$ cat src/rtl/alu_writeback.sv
// rtl/alu_writeback.sv - ALU result/flag retirement stage with a 2-entry register-write buffer
//
// Purpose: retires one ALU result per handshake. The opcode/extended opcode decide
// whether the result is queued for a register-file write, whether the flags load the
// PSR, or both. Up to two register writes are buffered and drained in order.
//
// Ports:
//   clk, reset_n                 clock, asynchronous active-low reset
//   in_valid/in_ready            ALU result handshake (in_ready depends only on fill level)
//   in_op, in_exop               opcode / extended opcode of the retiring instruction
//   in_dest, in_result, in_flags destination, ALU result, ALU flags {slt,eq,ovf,ult,carry}
//   rf_we/rf_waddr/rf_wdata      head-of-buffer write request to the register file
//   rf_ready                     register file accepts the write on this edge
//   psr, cin_out                 processor status register and its carry bit for ALU Cin
//   busy_mask                    one bit per register with a pending buffered write
//   retired_count                wrapping count of accepted instructions
module alu_writeback #(
  parameter int DATA_W = 16,
  parameter int AREG_W = 4
) (
  input  logic              clk,
  input  logic              reset_n,
  input  logic              in_valid,
  output logic              in_ready,
  input  logic [3:0]        in_op,
  input  logic [3:0]        in_exop,
  input  logic [AREG_W-1:0] in_dest,
  input  logic [DATA_W-1:0] in_result,
  input  logic [4:0]        in_flags,
  output logic              rf_we,
  output logic [AREG_W-1:0] rf_waddr,
  output logic [DATA_W-1:0] rf_wdata,
  input  logic              rf_ready,
  output logic [4:0]        psr,
  output logic              cin_out,
  output logic [15:0]       busy_mask,
  output logic [15:0]       retired_count
);

  typedef enum logic [1:0] {EMPTY, ONE, FULL} state_t;

  state_t              state, state_next;
  logic [AREG_W-1:0]   tail_addr;
  logic [DATA_W-1:0]   tail_data;
  logic                is_write, is_psr;
  logic                accept, write_accept, drain;
  logic                load_head, load_tail, shift_tail;

  // Instruction class decode.
  always_comb begin
    is_write = 1'b0;
    is_psr   = 1'b0;
    case (in_op)
      4'b0000: begin
        case (in_exop)
          4'b0001, 4'b0010, 4'b0011, 4'b0100: is_write = 1'b1;
          4'b0101, 4'b0110, 4'b0111, 4'b1001, 4'b1010: begin
            is_write = 1'b1;
            is_psr   = 1'b1;
          end
          4'b1011, 4'b1000: is_psr = 1'b1;
          default: ;
        endcase
      end
      4'b1000: begin
        case (in_exop)
          4'b0011, 4'b0100, 4'b0101, 4'b0110, 4'b0111, 4'b1000: is_write = 1'b1;
          default: ;
        endcase
      end
      4'b0101, 4'b0110, 4'b0111, 4'b1101, 4'b1001: begin
        is_write = 1'b1;
        is_psr   = 1'b1;
      end
      4'b0001, 4'b0011: is_write = 1'b1;
      4'b1011:          is_psr   = 1'b1;
      default: ;
    endcase
  end

  assign in_ready     = (state != FULL);
  assign rf_we        = (state != EMPTY);
  assign accept       = in_valid & in_ready;
  assign write_accept = accept & is_write;
  assign drain        = rf_we & rf_ready;
  assign cin_out      = psr[0];

  always_comb begin
    state_next = state;
    load_head  = 1'b0;
    load_tail  = 1'b0;
    shift_tail = 1'b0;
    case (state)
      EMPTY: begin
        if (write_accept) begin
          load_head  = 1'b1;
          state_next = ONE;
        end
      end
      ONE: begin
        // Simultaneous drain and write: the incoming entry replaces the head.
        if (drain && write_accept) begin
          load_head = 1'b1;
        end else if (drain) begin
          state_next = EMPTY;
        end else if (write_accept) begin
          load_tail  = 1'b1;
          state_next = FULL;
        end
      end
      FULL: begin
        // No accept is possible here; a drain promotes the tail.
        if (drain) begin
          shift_tail = 1'b1;
          state_next = ONE;
        end
      end
      default: state_next = EMPTY;
    endcase
  end

  always_ff @(posedge clk or negedge reset_n) begin
    if (!reset_n) begin
      state         <= EMPTY;
      rf_waddr      <= '0;
      rf_wdata      <= '0;
      tail_addr     <= '0;
      tail_data     <= '0;
      psr           <= '0;
      retired_count <= '0;
    end else begin
      state <= state_next;
      if (load_head) begin
        rf_waddr <= in_dest;
        rf_wdata <= in_result;
      end else if (shift_tail) begin
        rf_waddr <= tail_addr;
        rf_wdata <= tail_data;
      end
      if (load_tail) begin
        tail_addr <= in_dest;
        tail_data <= in_result;
      end
      if (accept && is_psr) psr <= in_flags;
      if (accept) retired_count <= retired_count + 16'd1;
    end
  end

  always_comb begin
    busy_mask = '0;
    if (state != EMPTY) busy_mask = busy_mask | (16'b1 << rf_waddr);
    if (state == FULL)  busy_mask = busy_mask | (16'b1 << tail_addr);
  end

endmodule

$ cat config.mk
export PLATFORM = sky130hd
export DESIGN_NAME = alu_writeback
export DESIGN_NICKNAME = d
export VERILOG_FILES = /design/src/rtl/alu_writeback.sv
export SDC_FILE = /design/constraint.sdc
export NUM_CORES = 1
export LEC_CHECK = 0
export CORE_AREA = 5 5 102 85
export DETAILED_ROUTE_END_ITERATION = 12
export DIE_AREA = 0 0 107 90
export GPL_ROUTABILITY_DRIVEN = 1
export GPL_TIMING_DRIVEN = 0
export PLACE_DENSITY = 0.77
export RECOVER_POWER = 25
export SETUP_SLACK_MARGIN = 0.5
export SLEW_MARGIN = 20
export SYNTH_ARGS = -nofsm -noshare
export SYNTH_HDL_FRONTEND = slang
export SYNTH_SLANG_ARGS = --single-unit
$ cat constraint.sdc
create_clock -name clk -period 1.9 [get_ports clk]
set_clock_uncertainty 0.05 [all_clocks]
set_input_delay 0.285 -clock clk [delete_from_list [all_inputs] [get_ports clk]]
set_output_delay 0.285 -clock clk [all_outputs]
set_load 0.01 [all_outputs]
==> impl_metrics.toml, run 1 <==
[clock_tree]
htreeDepth = 3
numClockSinks = 63
insertion_delay_ps = 330
clockBufferDepth = 2
cts_tree = "done"
cts_buffers = 9
clk_pin_slew_ps = 70
clockRootBuffer = "clkbuf_8"

[worst_setup_path]
path_buf_inv = 2
crit_family = "simple AND/OR/NAND/NOR gates"
critPathLaunchType = "flip-flop"
cp_slowest_cell = "dfrtp_2"
cp.required_ps = 1560
cp.arrival_ps = 1680
path_max_fanout = 4
cp_cell_sequence = "nor2_4 > clkinv_4 > or3_4 > o22ai_4 > buf_2"
worstSetupPathType = "flip-flop to primary output"
max_stage_delay_ps = 430
cp-end-kind = "primary output"

[run_status]
status = "finished, violations left"
violations = "negative setup slack"

[sta]
drv_slew = 0
hold_viol = 0
rsz0062_at_grt = "yes"
fin_crit_ps = 2014
fin_crit_sh_pct = 106.0
worst_pin_slew_ps = 768.9
fmax_mhz = 496.5
relSlewSlack_pct = 48.74
fin_ws_ps = -114.3
worst_hold_slack_ps = 414.8
finalSetupViolations = 13

[die]
rows = 29
start_util_pct = 40.00
dieWidth_um = 107
die_h_um = 90
die_area_mm2 = 0.009630
coreArea_mm2 = 0.007620
io_pins = 97

[drt]
drt_iter0_drc = 91
drc = 0
ant_nets = 0
routed_wl_um = 9395
wl_per_cell_um = 18.24
vias = 2720
dr.pass1.iters = 4
viasPerCell = 5.282

[global_routing]
antenna_found_initial = 0
grt_pass1_wl_um = 14950
overflow = 0
grt_max_degree = 34
track_usage_pct = 19.50
first_global_vias = 2953

[power]
ir_drop_v = 0.0007947
internal_power_uw = 3605
power.switching_uw = 1867
leakage_uw = 0.002509
seqPwrFrac_pct = 39.9
p_clk_share_pct = 19.1
comb_power_share_pct = 41.0
powerDensity_mw_per_mm2 = 1067
sw_frac_of_total_pct = 34.12

[placement]
dp_hpwl_um = 5805
dpl_cell_area_mm2 = 0.004308
dp_cells = 445
place_congestion = 0.8478
io_buffers = 96

[final_layout]
final_nets = 455
layout-drive-gt1-share_pct = 45.97
area_growth_pct = 68.23
fin_cells = 515
final_cell_area_mm2 = 0.005127
diodes = 0

[synthesis]
synth_edf_count = 0
synth_ff_type = "dfrtp_1"
yosysWarnings = 0
synthCells = 255
ys_ff_latch = 63
postSynthNetCount = 293
synth.avg_cell_area_um2 = 11.95
yosysSeqAreaShare_pct = 51.72
synthArstFlopShare_pct = 100.0
synth_cell_type_count = 41
synth_area_mm2 = 0.003048

[flow_run]
drv_cap = 0

[min_path]
hp-class = "flip-flop to flip-flop"
==> stage by stage <==
step	total power, µW	utilization, %	setup TNS (ps)	setup WS (ps)
finish	5472	67.29	-742.8	-114.3
floorplan	3208	-	-812.2	-45.17
global placement	4044	56.31	-128480	-1579
global route	5766	67.29	-1843	-186.4
CTS	5354	64.96	-601.6	-118.3
detailed placement	4115	56.54	-31030	-764.2
==> cells by family after synthesis <==
logic type | count (synthesis) | share of synthesized area, %
multiplexers | 27 | 12.27
AO/OA/AOI/OAI | 70 | 17.36
adder cells (fa/ha/maj) | 1 | 0.4104
AND/OR/NAND/NOR | 64 | 11.12
XOR/XNOR | 16 | 4.598
buffers and inverters | 14 | 2.504
flip-flops | 63 | 51.72
==> routing by layer <==
metal | share of wire, % | vias up | global-route usage (%) | wire length (µm)
li1 | - | 1270 | - | -
met1 | 43 | 1347 | 23.38 | 4042
met4 | 0.87 | 0 | 3.940 | 82
met3 | 5.4 | 11 | 6.519 | 511
met5 | 0 | - | 0 | 0
met2 | 51 | 92 | 34.07 | 4757
==> repair_timing <==
action                                  4_1_cts  5_1_grt
pin swaps                                    36       27
cloned                                        5        0
resized for setup                           225       33
hold buffers                                  1        0
hold endpoints to repair                     30        0
endpoints found under the setup margin      113       95
buffers inserted                             36       12
==> synthesized netlist by cell type (7+ instances only) <==
| cell type | instances | area share [%] |
|---|---|---|
| dfrtp_1 | 63 | 52 |
| a21o_1 | 20 | 4.9 |
| o22ai_1 | 17 | 3.5 |
| nor2_1 | 11 | 1.4 |
| nand2b_1 | 7 | 1.4 |
| nand2_1 | 17 | 2.1 |
| a22o_1 | 19 | 5.5 |
| nand3_1 | 7 | 1.1 |
| mux2_2 | 7 | 2.6 |
| xnor2_1 | 12 | 3.4 |
| mux2_4 | 19 | 9.4 |
==> cell usage in the layout, fill, tap and decap left out, types with 11 or more instances in the layout <==
| cell | n |
|---|---|
| buf_2 | 19 |
| dlygate4sd2_1 | 34 |
| dfrtp_1 | 58 |
| clkbuf_8 | 12 |
| nand2_1 | 11 |
| clkdlybuf4s50_1 | 27 |
| a22o_1 | 19 |
| buf_6 | 23 |
| mux2_4 | 26 |
| buf_4 | 34 |
| a21o_1 | 20 |
==> registers in the layout (all words and copies together), names as in the netlist <==
signal         count
tail_data         16
rf_waddr           4
retired_count     16
state              2
rf_wdata          16
psr                5
tail_addr          4
==> power groups by stage <==
stage                     sequential (µW)  combinational (µW)  clock (µW)
after floorplan                      2220                 985           0
after global placement               2180                1870           0
after detailed placement             2190                1920           0
after CTS                            2150                2130        1070
after global routing                 2240                2380        1150
final                                2180                2240        1050
==> area by class of cell <==
type | instances | area (µm²)
fill | 587 | 2492
multi-input combinational | 178 | 1759
sequential | 63 | 1583
timing repair buffer | 151 | 1356
clock buffer | 13 | 158.9
tap | 93 | 116.4
buffer | 9 | 112.6
inverter | 5 | 23.77
clock inverter | 3 | 17.52
==> path summary, 6_finish.rpt <==
check / start / endpoint / slack (ps) / cells past startpoint
min in group asynchronous: reset_n / retired_count[6] / 510 / 2
worst max register to register: state[1] / tail_addr[2] / 60 / 9
worst max-delay path: state[0] / busy_mask[2] / -110 / 5
worst min register to register: retired_count[15] / retired_count[15] / 410 / 1
max in group asynchronous: reset_n / rf_waddr[3] / 240 / 3
worst min-delay path: retired_count[15] / retired_count[15] / 410 / 1
==> worst reg2reg max path, cell delays in order, from the launching register on <==
cell      delay, ps
dfrtp_1         400
inv_2            90
nor2_4           50
clkinv_4         40
buf_4           140
nand2_4          80
nor3_4          290
buf_6           160
buf_8           120
mux2_4          300
Power figures use the tool's default switching activity.
==> run 2, diff against run 1 <==
- CAP_MARGIN: not set -> 0
- RECOVER_POWER: 25 -> 100
- TNS_END_PERCENT: not set -> 5
==> impl_metrics.toml, run 2 (synthesis results as in run 1) <==
[run_status]
status = "finished, violations left"
violations = "negative setup slack"

[global_routing]
overflow = 0
antenna_found_initial = 0
grt_max_degree = 34
grt_pass1_wl_um = 13630
track_usage_pct = 18.14
first_global_vias = 2703

[final_layout]
top_regs = "retired_count x16, rf_wdata x16, tail_data x16"
layout-drive-gt1-share_pct = 30.32
final_nets = 409
final_cell_area_mm2 = 0.004481
mostFrequentLayoutCells = "dfrtp_1 (61), clkdlybuf4s50_1 (26), mux2_4 (25), dlygate4sd2_1 (24), a21o_1 (20)"
area_growth_pct = 47.00
nFillCells = 666
diodes = 0
final_common_cell = "dfrtp_1"

[clock_tree]
htreeDepth = 3
cts_buffers = 9
cts_tree = "done"
insertion_delay_ps = 330
numClockSinks = 63
clockRootBuffer = "clkbuf_8"
clockBufferDepth = 2
clk_pin_slew_ps = 70

[worst_setup_path]
worstSetupPathType = "flip-flop to primary output"
critPathLaunchType = "flip-flop"
cp.arrival_ps = 1650
path_max_fanout = 4
cp.required_ps = 1560
cp-end-kind = "primary output"

[power]
powerDensity_mw_per_mm2 = 1179
ir_drop_v = 0.0005971
leakage_uw = 0.002126

[sta]
fin_ws_ps = -88.46
fin_crit_sh_pct = 104.7
fin_crit_ps = 1988
relSlewSlack_pct = 48.69
drv_slew = 0
rsz0062_at_grt = "yes"
hold_viol = 0
fmax_mhz = 502.9
worst_pin_slew_ps = 769.7
worst_hold_slack_ps = 415.6
finalSetupViolations = 38

[drt]
drt_iter0_drc = 119
routed_wl_um = 8289
dr.pass1.iters = 4
wl_per_cell_um = 17.67
met1_length_um = 3536
met3WireLength_um = 538
viasPerCell = 5.356
drc = 0
met2_length_um = 4087
ant_nets = 0
dr.max_layer_used = "met4"
vias = 2512

[placement]
place_congestion = 0.7827
dpl_cell_area_mm2 = 0.004144
dp_hpwl_um = 5819
io_buffers = 96

[die]
rows = 29
dieWidth_um = 107
io_pins = 97
start_util_pct = 40.00
die_area_mm2 = 0.009630
die_h_um = 90
coreArea_mm2 = 0.007620

[flow_run]
drv_cap = 0

[min_path]
hp-class = "flip-flop to flip-flop"
[run 2: cell count changes in the layout (fill, tap and decap cells not counted), sizes merged]
cell and delta:
clkinvlp -1, clkdlybuf4s50 -1, dlygate4sd2 -10, clkdlybuf4s25 +16, dlygate4sd3 +1, clkbuf +5
clkinv -2, clkdlybuf4s15 -2, buf -55, bufinv +3
[run 2: report_power, final]
| group | internal, µW | leakage [µW] | total, µW | switching, µW |
|---|---|---|---|---|
| combinational | 957 | 0.00122 | 1700 | 738 |
| sequential | 1800 | 0.000792 | 2180 | 381 |
| clock | 910 | 0.000118 | 1410 | 500 |
[run 2: what timing repair did]
item                       in CTS  in global routing
cloned                          2                  0
pin swaps                      20                 14
hold buffers                    1                  0
setup buffers                   5                  0
resized for setup             194                 34
hold endpoints to repair       30                  0
setup endpoints to repair     123                101
[run 2: final timing paths]
| kind | from | endpoint | slack (ps) | cells after the start |
|---|---|---|---|---|
| max reg2reg | state[1] | tail_data[7] | -20 | 9 |
| min | retired_count[15] | retired_count[15] | 420 | 1 |
| min reg2reg | retired_count[15] | retired_count[15] | 420 | 1 |
| min in group asynchronous | reset_n | retired_count[9] | 500 | 2 |
| max in group asynchronous | reset_n | retired_count[2] | 270 | 3 |
| max | state[1] | busy_mask[3] | -90 | 6 |
[run 2: stage by stage]
| step | setup slack, ps | setup TNS, ps | util, % | power (µW) | cells |
|---|---|---|---|---|---|
| after global routing | -194.7 | -5362 | 58.80 | 5597 | 469 |
| after floorplan | -45.17 | -812.2 | - | 3060 | 255 |
| after CTS | -100.6 | -978.2 | 59.57 | 5343 | 469 |
| final | -88.46 | -1465 | 58.80 | 5283 | 469 |
| after detailed placement | -731.0 | -35000 | 54.38 | 3959 | 445 |
| after global placement | -1553 | -130510 | 54.15 | 3885 | 444 |
[run 2: per-layer routing]
layer | GRT usage, % | up-vias
met5 | 0 | -
met4 | 6.603 | 0
met3 | 5.659 | 12
met2 | 29.77 | 83
met1 | 22.43 | 1241
li1 | - | 1176
[run 2: layout make-up]
cell class,instances,area (µm²),share of cell area (%)
clock inverter,3,90.09,2.011
tap,93,116.4,2.597
buffer,9,91.34,2.039
multi-input combinational,178,1544,34.46
timing repair buffer,105,887.1,19.80
sequential,63,1579,35.24
clock buffer,13,148.9,3.323
inverter,5,23.77,0.5306
[run 2: critical path, cell delays in order (launching register included)]
cell and delay, ps:
dfrtp_1 400, inv_2 70, nor2_4 130, clkinv_4 70
or3_4 370, o22ai_2 130, buf_2 160
==> run 3, diff against run 2 <==
- CTS_CLUSTER_SIZE: not set -> 30
- PLACE_DENSITY: 0.77 -> not set
- PLACE_DENSITY_LB_ADDON: not set -> 0.15
- SLEW_MARGIN: 20 -> 10
==> impl_metrics.toml, run 3 (synthesis results as in run 1) <==
[worst_setup_path]
cp_cell_sequence = "inv_2 > nor2_4 > clkinv_4 > or3_4 > o22ai_2 > buf_2"
max_stage_delay_ps = 400
cp_slowest_cell = "dfrtp_1"
ff2ff_setup_slack_ps = 70
path_buf_inv = 3
timing.critical_path.to = "busy_mask[1]"
crit_cells = 6
ff2ff_path_depth = 9
cp.required_ps = 1560
worstSetupPathType = "flip-flop to primary output"
crit_family = "simple AND/OR/NAND/NOR gates"
r2r-start = "state[1]"
critPathLaunchType = "flip-flop"
crit_path_start = "state[1]"
timing.rr.end = "tail_data[8]"
path_max_fanout = 4
cp-end-kind = "primary output"
cp.arrival_ps = 1670

[sta]
fin_crit_sh_pct = 105.3
fmax_mhz = 499.8
fin_crit_ps = 2001
relSlewSlack_pct = 18.67
rsz0062_at_grt = "yes"
worst_pin_slew_ps = 1220
hold_viol = 0
finalSetupViolations = 8
drv_slew = 0
fin_ws_ps = -101.0

[drt]
vias = 2522
drt_iter0_drc = 55
routed_wl_um = 8182
viasPerCell = 5.321
met1_length_um = 3667
met3WireLength_um = 482
met2_length_um = 3933
wl_per_cell_um = 17.26
drc = 0
ant_nets = 0
dr.max_layer_used = "met4"
dr.pass1.iters = 4

[die]
die_area_mm2 = 0.009630
start_util_pct = 40.00
io_pins = 97
dieWidth_um = 107
die_h_um = 90
rows = 29
coreArea_mm2 = 0.007620

[clock_tree]
clk_pin_slew_ps = 70
cts_buffers = 9
insertion_delay_ps = 340
clockRootBuffer = "clkbuf_8"
clockBufferDepth = 2
numClockSinks = 63
cts_tree = "done"
htreeDepth = 3

[global_routing]
first_global_vias = 2579
antenna_found_initial = 0
grt_pass1_wl_um = 13280
track_usage_pct = 17.44
overflow = 0
grt_max_degree = 45

[final_layout]
final_cell_area_mm2 = 0.004623
final_nets = 414
register_area_mm2 = 0.001584
final_common_cell = "dfrtp_1"
diodes = 0
area_growth_pct = 51.68
top_regs = "retired_count x16, rf_wdata x16, tail_data x16"
layout-drive-gt1-share_pct = 37.27
multiInputGateArea_mm2 = 0.001627
mostFrequentLayoutCells = "dfrtp_1 (57), clkdlybuf4s50_1 (27), dlygate4sd2_1 (26), mux2_4 (25), a21o_1 (20)"
fin_cells = 474
nFillCells = 681
fin_util_pct = 60.67

[min_path]
hp-class = "flip-flop to flip-flop"
hold_start = "retired_count[15]"
worstHoldPathCells = 1

[power]
ir_drop_v = 0.0006720
leakage_uw = 0.002219
powerDensity_mw_per_mm2 = 1102

[run_status]
status = "finished, violations left"
violations = "negative setup slack"

[placement]
place_congestion = 0.8183
dpl_cell_area_mm2 = 0.004151
io_buffers = 96
dp_cells = 445
dp_hpwl_um = 5618

[flow_run]
drv_cap = 0
run 3: cell count changes in the layout (fill, tap and decap cells not counted), moves of 5 or more:
cell             previous run  this run
buf_4                       4        10
clkdlybuf4s25_1            16         0
clkdlybuf4s15_1             0        12
clkbuf_1                    8         3
run 3: layout make-up:
cell class | count | area share [%]
plain buffers | 9 | 2.246
clock buffers | 12 | 3.139
clock inverters | 4 | 0.9743
inverters | 5 | 0.5142
multi-input cells | 178 | 35.18
flip-flops and latches | 63 | 34.26
well taps | 93 | 2.517
repair buffers | 110 | 21.16
run 3: repair_timing:
action / in CTS / in global routing
setup endpoints to repair: 123 / 95
hold buffers: 1 / 0
resized for setup: 210 / 44
gates cloned: 2 / 0
hold endpoints to repair: 19 / 0
setup buffers: 8 / 2
pin swaps: 21 / 20
run 3: worst min-delay path by stage:
| stage | end |
|---|---|
| 2_1_floorplan | psr[0] |
| 3_3_place_gp | rf_wdata[8] |
| 3_5_place_dp | psr[2] |
| 4_1_cts | psr[2] |
| 5_1_grt | rf_wdata[10] |
| 6_report | retired_count[15] |
run 3: stage by stage:
step / worst slack [ps] / power, µW / hold WS [ps] / TNS [ps]
4_1_cts: -97.89 / 5097 / 312.5 / -968.9
3_3_place_gp: -1702 / 3904 / 408.6 / -140310
6_report: -101.0 / 5093 / 418.0 / -616.5
5_1_grt: -187.4 / 5422 / 439.3 / -1824
3_5_place_dp: -726.5 / 3951 / 149.0 / -34510
2_1_floorplan: -45.17 / 3060 / -60.59 / -812.2
run 3: worst reg2reg max path: stages, from the launching register on:
cell and delay [ps]:
dfrtp_1 410, inv_2 100, nor2_4 50, clkinv_4 60
buf_4 140, nand2_4 80, nor3_4 230, buf_12 160
buf_8 140, mux2_4 300
run 3: layer usage:
layer	track usage [%]	vias to the layer above
li1	-	1181
met4	4.579	0
met3	6.805	11
met1	22.92	1261
met2	26.89	69
met5	0	-
run 3: where the power goes:
part           total [µW]  leakage (µW)  internal (µW)  switching [µW]
logic                1760       0.00133           1000             761
registers            2190      0.000787           1800             384
clock network        1140      0.000100            636             505
